[src/rtl/dpram_arbiter.sv]
// dpram_arbiter: two-requester round-robin arbiter and read-return sequencer for a 4096x64 dual-port RAM
module dpram_arbiter #(
  parameter bit FWD = 1'b1
) (
  input  logic        clk,
  input  logic        rst_n,
  input  logic        a_req,
  input  logic        b_req,
  input  logic        a_we,
  input  logic        b_we,
  input  logic [11:0] a_addr,
  input  logic [11:0] b_addr,
  input  logic [63:0] a_wdata,
  input  logic [63:0] b_wdata,
  output logic        a_gnt,
  output logic        b_gnt,
  output logic        a_rvalid,
  output logic        b_rvalid,
  output logic [63:0] a_rdata,
  output logic [63:0] b_rdata,
  output logic        ram_wr,
  output logic        ram_rd,
  output logic [11:0] ram_wr_add,
  output logic [11:0] ram_rd_add,
  output logic [63:0] ram_in,
  input  logic [63:0] ram_out,
  input  logic        stat_clr,
  output logic [15:0] conflict_cnt
);
  logic        wr_pri_q, wr_pri_d, rd_pri_q, rd_pri_d;
  logic        rd_pend_q, rd_pend_d, rd_tag_q, rd_tag_d;
  logic        fwd_q, fwd_d;
  logic [63:0] fwd_data_q, fwd_data_d;
  logic [15:0] cnt_q, cnt_d;
  logic        a_wc, b_wc, a_rc, b_rc, wr_b, rd_b;
  logic [1:0]  lost;
  logic [16:0] sum;
  logic [63:0] rd_data;

  assign a_wc = a_req & a_we;
  assign b_wc = b_req & b_we;
  assign a_rc = a_req & ~a_we;
  assign b_rc = b_req & ~b_we;
  assign wr_b = b_wc & (~a_wc | wr_pri_q);
  assign rd_b = b_rc & (~a_rc | rd_pri_q);

  assign a_gnt = rst_n & ((a_wc & ~wr_b) | (a_rc & ~rd_b));
  assign b_gnt = rst_n & ((b_wc & wr_b) | (b_rc & rd_b));

  assign ram_wr     = rst_n & (a_wc | b_wc);
  assign ram_rd     = rst_n & (a_rc | b_rc);
  assign ram_wr_add = ram_wr ? (wr_b ? b_addr : a_addr) : '0;
  assign ram_in     = ram_wr ? (wr_b ? b_wdata : a_wdata) : '0;
  assign ram_rd_add = ram_rd ? (rd_b ? b_addr : a_addr) : '0;

  assign lost = {1'b0, a_req & ~a_gnt} + {1'b0, b_req & ~b_gnt};
  assign sum  = {1'b0, cnt_q} + {15'b0, lost};

  // next state: priority flips to the loser on a grant, read tag/fwd capture the granted read
  always_comb begin
    wr_pri_d   = ram_wr ? ~wr_b : wr_pri_q;
    rd_pri_d   = ram_rd ? ~rd_b : rd_pri_q;
    rd_pend_d  = ram_rd;
    rd_tag_d   = ram_rd ? rd_b : rd_tag_q;
    fwd_d      = FWD && ram_wr && ram_rd && (ram_wr_add == ram_rd_add);
    fwd_data_d = fwd_d ? ram_in : fwd_data_q;
    cnt_d      = stat_clr ? '0 : (sum[16] ? 16'hFFFF : sum[15:0]);
  end

  // state registers with synchronous active-low reset
  always_ff @(posedge clk) begin
    if (!rst_n) begin
      wr_pri_q   <= 1'b0;
      rd_pri_q   <= 1'b0;
      rd_pend_q  <= 1'b0;
      rd_tag_q   <= 1'b0;
      fwd_q      <= 1'b0;
      fwd_data_q <= '0;
      cnt_q      <= '0;
    end else begin
      wr_pri_q   <= wr_pri_d;
      rd_pri_q   <= rd_pri_d;
      rd_pend_q  <= rd_pend_d;
      rd_tag_q   <= rd_tag_d;
      fwd_q      <= fwd_d;
      fwd_data_q <= fwd_data_d;
      cnt_q      <= cnt_d;
    end
  end

  assign rd_data      = fwd_q ? fwd_data_q : ram_out;
  assign a_rvalid     = rd_pend_q & ~rd_tag_q;
  assign b_rvalid     = rd_pend_q & rd_tag_q;
  assign a_rdata      = a_rvalid ? rd_data : '0;
  assign b_rdata      = b_rvalid ? rd_data : '0;
  assign conflict_cnt = cnt_q;
endmodule

[config.mk]
export PLATFORM = sky130hd
export DESIGN_NAME = dpram_arbiter
export DESIGN_NICKNAME = d
export VERILOG_FILES = /design/src/rtl/dpram_arbiter.sv
export SDC_FILE = /design/constraint.sdc
export NUM_CORES = 1
export LEC_CHECK = 0
export BUFFER_PORTS_ARGS = -buffer_cell sky130_fd_sc_hd__buf_2
export CAP_MARGIN = 20
export CORE_AREA = 2 2 181 183
export DETAILED_ROUTE_END_ITERATION = 10
export DIE_AREA = 0 0 183 185
export PLACE_DENSITY = 0.43
export SYNTH_ARGS = -nofsm -noshare
export SYNTH_HDL_FRONTEND = slang
export SYNTH_SLANG_ARGS = --single-unit
[constraint.sdc]
create_clock -name clk -period 4.46 [get_ports clk]
set_clock_uncertainty 0.15 [all_clocks]
set_input_delay 0.669 -clock clk [delete_from_list [all_inputs] [get_ports clk]]
set_output_delay 0.669 -clock clk [all_outputs]
set_load 0.01 [all_outputs]
Word level (Yosys, flattened, before mapping). Index checks and enable logic that the tools add are counted.

Add/sub/neg operators: 2. Eq/ne operators: 1. Muxes and demuxes: 10. Reduce and logical (&&, ||, !) cells: 3. Bitwise operators: 34.

Operator list (count): 64-bit 2-to-1 mux (5); 12-bit 2-to-1 mux (4); 1-bit bitwise AND (18); 16-bit by 2-bit adder with 17-bit output (1); 16-bit 2-to-1 mux (1); 12-bit equality test (1); 1-bit NOT (10); 1-bit bitwise OR (6); 1-bit by 1-bit adder with 2-bit output (1); 1-bit logical AND (2); 2-bit OR reduction (1).

Word-level logic and storage cells: 57. Bits of input ports: 223. Output and inout port bits: 238. Register bits after elaboration: 85.

Depth between registers and ports, before layout.
Depth after elaboration: 14. Mapped depth: 14. Mapped depth without buffers: 12.

Worst setup path after synthesis. No wires, ideal clock.

Kind: input -> register. Start point: input port a_we. End point: register cnt_q[10], in the netlist conflict_cnt[10]. Data arrival time: 3208 ps. Stages: 12. Slack: 1031 ps. Required time: 4240 ps. Path buffers: 2. Cells stage by stage: or3b_1 > a32oi_2 > buf_6 > nand2_1 > fa_1 > inv_1 > ha_1 > and2_1 > nand2_1 > or3_1 > clkbuf_1 > a21oi_1.

Cells in the longest elaborated chain, start to end: 14.

RTL lines: from (decl) (RTL line 9) `input logic a_we,`; 1-bit NOT (RTL line 42) `assign a_rc = a_req & ~a_we;`; 1-bit bitwise AND (RTL line 42); 1-bit NOT (RTL line 45) `assign rd_b = b_rc & (~a_rc | rd_pri_q);`; 1-bit bitwise OR (RTL line 45); 1-bit bitwise AND (RTL line 45); 1-bit NOT (RTL line 47) `assign a_gnt = rst_n & ((a_wc & ~wr_b) | (a_rc & ~rd_b));`; 1-bit bitwise AND (RTL line 47); 1-bit bitwise OR (RTL line 47); 1-bit bitwise AND (RTL line 47); 1-bit NOT (RTL line 56) `assign lost = {1'b0, a_req & ~a_gnt} + {1'b0, b_req & ~b_gnt};`; 1-bit bitwise AND (RTL line 56); 1-bit by 1-bit adder with 2-bit output * (RTL line 56); 16-bit by 2-bit adder with 17-bit output * (RTL line 57) `assign sum = {1'b0, cnt_q} + {15'b0, lost};`; 16-bit 2-to-1 mux * (RTL line 67) `cnt_d = stat_clr ? '0 : (sum[16] ? 16'hFFFF : sum[15:0]);`; to (signal assigned) (RTL line 87) `cnt_q <= cnt_d;`; to (decl) (RTL line 34) `logic [15:0] cnt_q, cnt_d;`.

Every way passes the cells marked *; elsewhere a longest branch is shown, timed or not. A chain may end at the register's enable or synchronous reset.

Worst setup path in the final report.
Start point: input port b_req. End point: register fwd_data_q[43].

Cells in the longest elaborated chain, start to end: 6.

RTL lines: from (decl) (RTL line 8) `input logic b_req,`; 1-bit bitwise AND, on equally long branches (RTL line 41, 43); 1-bit bitwise AND (tied with other cells) (RTL line 44) `assign wr_b = b_wc & (~a_wc | wr_pri_q);`; 12-bit 2-to-1 mux (tied with other cells) (RTL line 52) `assign ram_wr_add = ram_wr ? (wr_b ? b_addr : a_addr) : '0;`; 12-bit 2-to-1 mux, on equally long branches (RTL line 52, 54); 12-bit equality test (RTL line 65) `fwd_d = FWD && ram_wr && ram_rd && (ram_wr_add == ram_rd_add);`; 1-bit logical AND (RTL line 65); to (signal assigned) (RTL line 86) `fwd_data_q <= fwd_data_d;`; to (decl) (RTL line 33) `logic [63:0] fwd_data_q, fwd_data_d;`.

Parallel ways exist; a longest one is shown, timed or not.

==> results.toml <==
[timing]
fin_tns_setup_ps = 0
setup_violations = 0
final_hold_viol_count = 0
timing.hold.ws_ps = 361
slew_viol_final = 0
grt_setup_unrepaired = "false"
post-route-period-util = 0.789
fmax_ghz = 0.284
fin_crit_ps = 3520
slew_headroom = 0.435
worst_pin_slew_ps = 847

[setup_path]
startpoint_type = "input pin"
crit_slowest_cell = "or4_4"
cp.required_ps = 4540
path_max_fanout = 40
crit_type = "in2reg"
cp-end-kind = "register"
cpPeakStageDelay_ps = 540
path_cells = "buf_2 -> a22o_1 -> nand2_4 -> and2_1 -> o21ai_0 -> nand4_1 -> or4_4 -> buf_4 -> mux2_4"
worstPathArrival_ps = 3600

[floorplan]
start_util = 0.209
die_height_um = 185
dieArea_mm2 = 0.0339
io_pins = 461
core_mm2 = 0.0320
die_w_um = 183
std_cell_rows = 66

[clock_tree]
cts_buffer_depth = 2
postCtsSetupBuffers = 0
cts_buffers = 9
tritoncts = "yes"
numClockSinks = 85
insertion_delay_ps = 350
cts-htree-levels = 3
clk_pin_slew_ps = 70
cts_hold_buf = 0
cts_resized = 0
cts_root_buf = "clkbuf_16"

[detailed_routing]
viasPerCell = 4.52
wire_per_inst_um = 17.3
vias = 7753
ant_nets = 0
drt-initial-drc-count = 440
drc = 0
routed_wl_um = 29700
dr.pass1.iters = 5

[yosys]
syn_nets = 1115
ys_seq_elements = 85
ys_seq_area_frac = 0.254
yosys_warnings = 0
synth_area_mm2 = 0.00669
synthFlopType = "dfxtp_1"
ys_types = 53
synth_cells = 890
synth_edf_count = 0
synth.avg_cell_area_um2 = 7.51
async_flop_share = 0

[finish]
final_core_util = 0.300
final_nets = 1527
synthToLayoutAreaGrowth_pct = 43.8
fillCellCount = 3582
drive_gt1_frac = 0.428
antenna_cells = 0

[placed_design]
port_buffers = 460
dp.final_hpwl_um = 23400
globalplace.congestion = 0.802

[outcome]
status = "finished clean"

[worst_hold_path]
min_path_type = "reg2reg"

[grt]
antenna_found_initial = 0
grt_pass1_vias = 7125
grt_use_total = 0.164
grt_max_degree = 46
gr-total-overflow = 0
grt_pass1_wl_um = 42600

[pwr]
cellLeakagePower_nw = 5.14
p_per_area_mw_per_mm2 = 218
ir_worst_vdd_uv = 135

[run]
drv_cap = 0
[worst max-delay path, delay by kind of cell]
kind            cells  cell delay [ps]
simple gates        4             1350
buf+inv             2              510
mux                 1              390
compound gates      2              600
[cells in the final DEF, fill, tap and decap left out, types with 9 or more instances in the layout]
| master | instances |
|---|---|
| a21oi_1 | 94 |
| a22o_1 | 14 |
| and2_1 | 68 |
| buf_2 | 460 |
| buf_4 | 12 |
| clkbuf_16 | 9 |
| dfxtp_1 | 84 |
| inv_1 | 15 |
| mux2_4 | 60 |
| mux2i_1 | 73 |
| nand2_1 | 162 |
| nand3_1 | 11 |
| nor2_1 | 135 |
| o21ai_0 | 15 |
[where the power goes]
group / leakage [nW] / internal (W) / switching, W / total, W
registers: 0.686 / 0.000764 / 0.00000534 / 0.000769
logic: 4.30 / 0.000208 / 0.000310 / 0.000518
clock network: 0.149 / 0.000469 / 0.000339 / 0.000808
[Yosys cell counts, types with 11 or more instances]
library cell | instances | area, um^2
a21oi_1 | 94 | 470
a22o_1 | 14 | 123
and2_1 | 69 | 432
buf_1 | 15 | 56.3
clkbuf_1 | 46 | 173
dfxtp_1 | 85 | 1700
inv_1 | 15 | 56.3
mux2_4 | 60 | 901
mux2i_1 | 73 | 731
nand2_1 | 165 | 619
nand3_1 | 11 | 55.1
nor2_1 | 135 | 507
o21ai_0 | 15 | 75.1
[per-layer routing]
metal	up-vias	track usage	share of wire
met5	-	0	0
li1	3820	-	-
met3	15	0.0322	0.062
met2	314	0.297	0.50
met4	0	0.0285	0.0072
met1	3604	0.202	0.43
[sequential cells by signal, summed over array words and instances (netlist names)]
register      flops
rd_tag_q          1
fwd_q             1
conflict_cnt     16
rd_pri_q          1
wr_pri_q          1
fwd_data_q       64
rd_pend_q         1
[through the flow]
stage | cells | area (um^2) | setup slack (ps) | total power [W]
floorplan | 890 | 6690 | 1030 | 0.00105
global placement | 1699 | 9310 | 695 | 0.00131
detailed placement | 1699 | 9310 | 603 | 0.00131
CTS | 1715 | 9620 | 975 | 0.00214
global route | 1715 | 9620 | 801 | 0.00221
finish | 1715 | 9620 | 943 | 0.00209
[logic make-up (layout without fill, tap and decap cells)]
| logic type | count (synthesis) | after routing | synth area share |
|---|---|---|---|
| simple gates | 416 | 416 | 0.279 |
| compound gates | 150 | 150 | 0.134 |
| mux | 137 | 137 | 0.251 |
| buf+inv | 88 | 505 | 0.0614 |
| flops | 85 | 85 | 0.254 |
| xor+xnor | 12 | 12 | 0.0157 |
| fa+ha+maj | 2 | 2 | 0.00487 |
[path summary, 6_finish.rpt]
kind	from	end	slack, ps	cells past startpoint
worst max-delay path	b_req	fwd_data_q[43]	940	9
worst min-delay path	rd_pri_q	rd_pri_q	360	2
worst max register to register	rd_pri_q	fwd_data_q[43]	1150	8
worst min register to register	rd_pri_q	rd_pri_q	360	2
[cell type report]
type / instances / area [um^2] / area share
clock buffer: 12 / 256 / 0.0267
clock inverter: 4 / 55.1 / 0.00572
inverter: 15 / 56.3 / 0.00585
multi-input combinational: 717 / 4600 / 0.478
sequential: 85 / 1710 / 0.177
tap: 408 / 510 / 0.0531
timing repair buffer: 474 / 2430 / 0.253
Power figures use the tool's default switching activity.
